## config.mk

```make
export PLATFORM = sky130hd
export DESIGN_NAME = tri_scan
export DESIGN_NICKNAME = d
export VERILOG_FILES = /design/src/rtl/tri_scan.sv
export SDC_FILE = /design/constraint.sdc
export NUM_CORES = 1
export LEC_CHECK = 0
export CAP_MARGIN = 40
export CORE_ASPECT_RATIO = 1.75
export CORE_MARGIN = 3
export CORE_UTILIZATION = 45
export CTS_CLUSTER_DIAMETER = 120
export DETAILED_ROUTE_END_ITERATION = 8
export GPL_TIMING_DRIVEN = 0
export PLACE_DENSITY = 0.73
export SYNTH_ARGS = -nofsm -noshare
export SYNTH_HDL_FRONTEND = slang
export SYNTH_SLANG_ARGS = --single-unit
```

## constraint.sdc

```tcl
create_clock -name clk -period 10.45 [get_ports clk]
set_input_delay 1.045 -clock clk [delete_from_list [all_inputs] [get_ports clk]]
set_output_delay 1.045 -clock clk [all_outputs]
set_load 0.01 [all_outputs]
```

## src/rtl/tri_scan.sv

```systemverilog
// -----------------------------------------------------------------------------
// tri_scan -- rasterizer front end for the point-in-triangle tester (tstTR).
//
// Accepts one triangle, computes its bounding box, then walks every point of
// the box in row-major order.  Each candidate point is presented, together
// with the latched vertices, to an external tstTR instance.  Points that the
// tester reports as inside are streamed out with backpressure and counted.
//
// Handshakes (both ports): a transfer happens on a rising edge where valid
// and ready are both high.  A valid output holds its payload stable until
// the transfer.  tri_ready never depends on tri_valid, and out_valid never
// depends on out_ready.
//
// Parameters:
//   W      coordinate width (unsigned)
//   SCR_W  screen width,  only used when TRI_SCAN_CLIP_EN is defined
//   SCR_H  screen height, only used when TRI_SCAN_CLIP_EN is defined
//
// Optional feature macro: TRI_SCAN_CLIP_EN
//   Defined   : the box is clamped to the screen; a box entirely off-screen
//               skips straight from SETUP to DONE with no candidates.
//   Undefined : the full box is scanned.
//
// Ports:
//   clk, rst            clock, synchronous active-high reset
//   tri_valid/ready     triangle input handshake
//   tri_vtx             {CY,CX,BY,BX,AY,AX}, AX in the low bits
//   test_vtx            latched vertices to the tester (same packing)
//   test_cx, test_cy    candidate point to the tester (registered)
//   test_ins            tester verdict for the current candidate (same cycle)
//   out_valid/ready     inside-pixel output handshake
//   out_x, out_y        inside-pixel coordinates
//   busy                high in SETUP/SCAN/DONE
//   done                one-cycle pulse at the end of a triangle
//   pix_count           inside pixels emitted for the current/last triangle
//   dbgState            current FSM state (IDLE=0, SETUP=1, SCAN=2, DONE=3)
// -----------------------------------------------------------------------------
module tri_scan #(
  parameter int W     = 12,
  parameter int SCR_W = 640,
  parameter int SCR_H = 480
) (
  input  logic           clk,
  input  logic           rst,
  input  logic           tri_valid,
  output logic           tri_ready,
  input  logic [6*W-1:0] tri_vtx,
  output logic [6*W-1:0] test_vtx,
  output logic [W-1:0]   test_cx,
  output logic [W-1:0]   test_cy,
  input  logic           test_ins,
  output logic           out_valid,
  input  logic           out_ready,
  output logic [W-1:0]   out_x,
  output logic [W-1:0]   out_y,
  output logic           busy,
  output logic           done,
  output logic [2*W:0]   pix_count,
  output logic [1:0]     dbgState
);

  typedef enum logic [1:0] {
    IDLE  = 2'd0,
    SETUP = 2'd1,
    SCAN  = 2'd2,
    DONE  = 2'd3
  } state_t;

  state_t state, nextState;

  logic [6*W-1:0] vtxReg;
  logic [W-1:0]   minX, maxX, minY, maxY;
  logic [W-1:0]   curX, curY;
  logic [2*W:0]   pixCount;

  // ---------------------------------------------------------------------------
  // Bounding box of the latched vertices (evaluated during SETUP)
  // ---------------------------------------------------------------------------
  function automatic logic [W-1:0] min3(input logic [W-1:0] a, b, c);
    logic [W-1:0] m;
    m = (a < b) ? a : b;
    return (c < m) ? c : m;
  endfunction

  function automatic logic [W-1:0] max3(input logic [W-1:0] a, b, c);
    logic [W-1:0] m;
    m = (a > b) ? a : b;
    return (c > m) ? c : m;
  endfunction

  logic [W-1:0] ax, ay, bx, by, cx, cy;
  logic [W-1:0] boxMinX, boxMaxX, boxMinY, boxMaxY;
  logic [W-1:0] clipMaxX, clipMaxY;
  logic         offScreen;

  assign ax = vtxReg[0*W +: W];
  assign ay = vtxReg[1*W +: W];
  assign bx = vtxReg[2*W +: W];
  assign by = vtxReg[3*W +: W];
  assign cx = vtxReg[4*W +: W];
  assign cy = vtxReg[5*W +: W];

  assign boxMinX = min3(ax, bx, cx);
  assign boxMaxX = max3(ax, bx, cx);
  assign boxMinY = min3(ay, by, cy);
  assign boxMaxY = max3(ay, by, cy);

`ifdef TRI_SCAN_CLIP_EN
  localparam logic [W-1:0] SCR_X_MAX = W'(SCR_W - 1);
  localparam logic [W-1:0] SCR_Y_MAX = W'(SCR_H - 1);

  assign clipMaxX  = (boxMaxX > SCR_X_MAX) ? SCR_X_MAX : boxMaxX;
  assign clipMaxY  = (boxMaxY > SCR_Y_MAX) ? SCR_Y_MAX : boxMaxY;
  assign offScreen = (boxMinX > SCR_X_MAX) || (boxMinY > SCR_Y_MAX);
`else
  // Screen size is irrelevant without clipping.
  logic unusedScr;
  assign unusedScr = ^{SCR_W[0], SCR_H[0]};

  assign clipMaxX  = boxMaxX;
  assign clipMaxY  = boxMaxY;
  assign offScreen = 1'b0;
`endif

  // ---------------------------------------------------------------------------
  // Scan control
  // ---------------------------------------------------------------------------
  logic inScan;
  logic advance;
  logic lastPt;

  assign inScan  = (state == SCAN);
  // Move on when the candidate is outside, or when the inside pixel is taken.
  assign advance = inScan && (!test_ins || out_ready);
  assign lastPt  = (curX == maxX) && (curY == maxY);

  always_comb begin
    nextState = state;
    unique case (state)
      IDLE:  if (tri_valid)         nextState = SETUP;
      SETUP: nextState = offScreen ? DONE : SCAN;
      SCAN:  if (advance && lastPt) nextState = DONE;
      DONE:  nextState = IDLE;
      default: nextState = IDLE;
    endcase
  end

  always_ff @(posedge clk) begin
    if (rst) begin
      state    <= IDLE;
      vtxReg   <= '0;
      minX     <= '0;
      maxX     <= '0;
      minY     <= '0;
      maxY     <= '0;
      curX     <= '0;
      curY     <= '0;
      pixCount <= '0;
    end else begin
      state <= nextState;
      unique case (state)
        IDLE: begin
          if (tri_valid) begin
            vtxReg   <= tri_vtx;
            pixCount <= '0;
          end
        end
        SETUP: begin
          minX <= boxMinX;
          maxX <= clipMaxX;
          minY <= boxMinY;
          maxY <= clipMaxY;
          curX <= boxMinX;
          curY <= boxMinY;
        end
        SCAN: begin
          // Count cannot wrap: at most 2^(2W) points fit in 2W+1 bits.
          if (test_ins && out_ready) pixCount <= pixCount + (2*W+1)'(1);
          if (advance) begin
            // On the very last point curY may wrap, but the scan ends there.
            if (curX == maxX) begin
              curX <= minX;
              curY <= curY + W'(1);
            end else begin
              curX <= curX + W'(1);
            end
          end
        end
        DONE: ;
        default: ;
      endcase
    end
  end

  // ---------------------------------------------------------------------------
  // Outputs
  // ---------------------------------------------------------------------------
  assign tri_ready = (state == IDLE);
  assign busy      = (state != IDLE);
  assign done      = (state == DONE);
  assign test_vtx  = vtxReg;
  assign test_cx   = curX;
  assign test_cy   = curY;
  assign out_valid = inScan && test_ins;
  assign out_x     = curX;
  assign out_y     = curY;
  assign pix_count = pixCount;
  assign dbgState  = state;

endmodule

```

==> results.cfg <==
[sta]
period_share_pct = 45.94
slew_headroom_pct = 37.11
fmax_mhz = 208.3
hold_viol_final = 0
slew_viol_final = 0
period_needed_ps = 4801
worstMarginPinSlew_ps = 934.8
clock_skew_ps = 12.31
whs_ps = 486.5
finalSetupViolCount = 0
setup_tns_ps = 0
rsz0062_at_grt = no

[critical_path]
path_class = reg -> reg
end_kind = register
startpoint_type = register
cp.arrival_ps = 5130
crit_fanout = 10
required_ps = 10780

[logic_synthesis]
synth_top_family_by_area = simple AND/OR/NAND/NOR gates
muxShareOfSynthArea_pct = 9.244
synth_area_leaders = dfxtp_1 31%, ha_1 9.4%, mux2i_1 8.4%
ys_seq_area_share_pct = 31.07
synth_flop_cell = dfxtp_1
netlist_instances = 1258
synth_adder_area_share_pct = 9.403
yosys.area_share.simple_pct = 19.97
yosys.area_share.xor_xnor_pct = 4.616
yosysTopAreaCell = dfxtp_1
async_flop_share_pct = 0
synth_compound_area_share_pct = 18.17
ys_seq_elements = 159
synth_nets = 1412
synth_edf_count = 0
ys.warnings.count = 0
yosysTopAreaCellShare_pct = 31.07
avgSynthCellArea_um2 = 8.145
synth_cell_types = 73
synth_area_um2 = 10250

[global_route]
grtUsageMet3_pct = 4.098
busiest_layer = met2
met2_usage_pct = 47.33
antenna_found_initial = 0
use_met1_pct = 28.77
grt_use_total_pct = 26.29
grt_pass1_wl_mm = 51.72
grt_pass1_vias = 9921
grt_overflow = 0
grt_max_degree = 17

[cts]
cts_buffers = 17
worstSkewPairLatency_ps = 440
cts.sinks = 159
cts_buffer_depth = 2
postCtsSetupBuffers = 0
htree_num_levels = 4
cts_root_buf = clkbuf_16
cts_tree = built
clk_pin_slew_ps = 60
cts_resized = 0
cts-hold-fix-buffers = 0

[final_layout]
area_growth_syn_to_layout_pct = 31.31
nFillCells = 2053
antenna_cells = 0
final_common_cell = clkdlybuf4s50_1
final_cell_mix = 226 x clkdlybuf4s50_1, 187 x nand2_1, 159 x dfxtp_1, 122 x a21oi_1, 86 x mux2i_1
multi_input_area_um2 = 6291
fin_nets = 1657
drive_above_1_share_pct = 6.728
regArea_um2 = 3183

[floorplanning]
initial_core_util_pct = 46.05
dieHeight_um = 205.6
die_w_um = 120.1
io_pins = 228
die_area_um2 = 24690
core_um2 = 22250
num_rows = 72

[routing]
num_vias = 9959
wl_per_cell_um = 18.20
drcViolationCount = 0
drtPass1Iterations = 5
first_iter_violations = 522
drtAntennaViolNets = 0
viasPerCell = 5.496
wl_mm = 32.98

[power_and_ir_drop]
power_leakage_nw = 5.374
powerDensity_nw_per_um2 = 286.9
ir_drop_uv = 127.0

[placed_design]
io_buffers = 226
hpwlAfterDp_mm = 26.58
globalplace.congestion = 0.9487

[min_path]
hold_class = reg -> reg

[run_status]
status = completed

[flow_run]
cap_violations = 0
==> kinds of logic (layout without fill, tap and decap cells) <==
logic type                 count (synthesis)  count (layout)
and+or+nand+nor                          424             424
AOI/OAI and AO/OA                        287             287
buffers and inverters                    164             422
DFF                                      159             159
muxes                                     93              93
adders and majority gates                 77              77
xor gates and xnor gates                  54              54
==> metrics by stage <==
stage / util, % / power (mW) / instance area [µm²] / worst slack, ps / cells
floorplan: - / 2.502 / 10250 / 6529 / 1258
global placement: 57.88 / 3.178 / 12880 / 5739 / 1780
detailed placement: 57.88 / 3.219 / 12880 / 5752 / 1780
CTS: 60.46 / 3.848 / 13450 / 5715 / 1812
global route: 60.46 / 4.123 / 13450 / 5301 / 1812
finish: 60.46 / 3.860 / 13450 / 5649 / 1812
==> layer usage <==
layer  share of wire [%]  wire [µm]
met1                  39      12760
met2                  51      16770
met3                 4.8       1568
met4                 5.7       1876
met5                   0          0
==> path summary, 6_finish.rpt <==
| path | start | endpoint | slack (ps) | cells past startpoint |
|---|---|---|---|---|
| max reg2reg | test_vtx[35] | out_x[3] | 5650 | 20 |
| max | test_vtx[35] | out_x[3] | 5650 | 20 |
| min | test_vtx[12] | test_vtx[12] | 490 | 2 |
| min reg2reg | test_vtx[12] | test_vtx[12] | 490 | 2 |
==> cell type report <==
| cell class | instances | share of cell area [%] |
|---|---|---|
| clock inverters | 10 | 0.8277 |
| clock buffers | 22 | 3.450 |
| well taps | 296 | 2.753 |
| flip-flops and latches | 159 | 23.66 |
| repair buffers | 226 | 16.81 |
| multi-input cells | 935 | 46.76 |
| inverters | 69 | 1.925 |
| plain buffers | 95 | 3.813 |
==> synth_stat cells (5+ instances only) <==
master,n
xor2_1,32
nand2_1,187
ha_1,77
o21ai_0,38
dfxtp_1,159
or3_1,11
nor2_1,74
buf_2,12
buf_4,25
o21a_1,6
o31ai_1,7
inv_1,69
mux2i_1,86
o32ai_1,6
mux2_2,5
a21o_1,43
nand2b_1,7
nor3_1,14
buf_1,7
nand4_1,25
a211oi_1,20
a311oi_1,6
nand4b_1,5
nor2b_1,8
nand3_1,31
nor3b_1,22
nor4_1,6
and3_1,5
and2_1,8
clkbuf_1,47
xnor2_1,22
a21oi_1,122
==> report_power, final <==
group | internal, mW | switching [mW]
Combinational | 1.03 | 1.31
Sequential | 0.721 | 0.176
Clock | 0.363 | 0.257
Total | 2.12 | 1.74
==> flip-flops by register name (all words and copies together) (netlist names) <==
register and flops:
out_x 12, maxX 12, maxY 12, minX 12, dbgState 2, pix_count 25
test_vtx 72, out_y 12
==> critical path, cell delays in order (launching register included) <==
cell and delay, ps:
dfxtp_1 390, inv_1 70, ha_1 310, nand2_2 100, nor4_4 330, a22oi_2 110, buf_6 170, and2_1 140
buf_2 150, buf_6 140, o21ai_0 390, inv_1 130, ha_1 320, a21o_1 170, a21o_1 180, a21oi_1 210
o21ai_1 270, nor2_1 470, a221oi_1 180, a21o_1 190, a311oi_1 260
(Power assumes the default switching activity.)
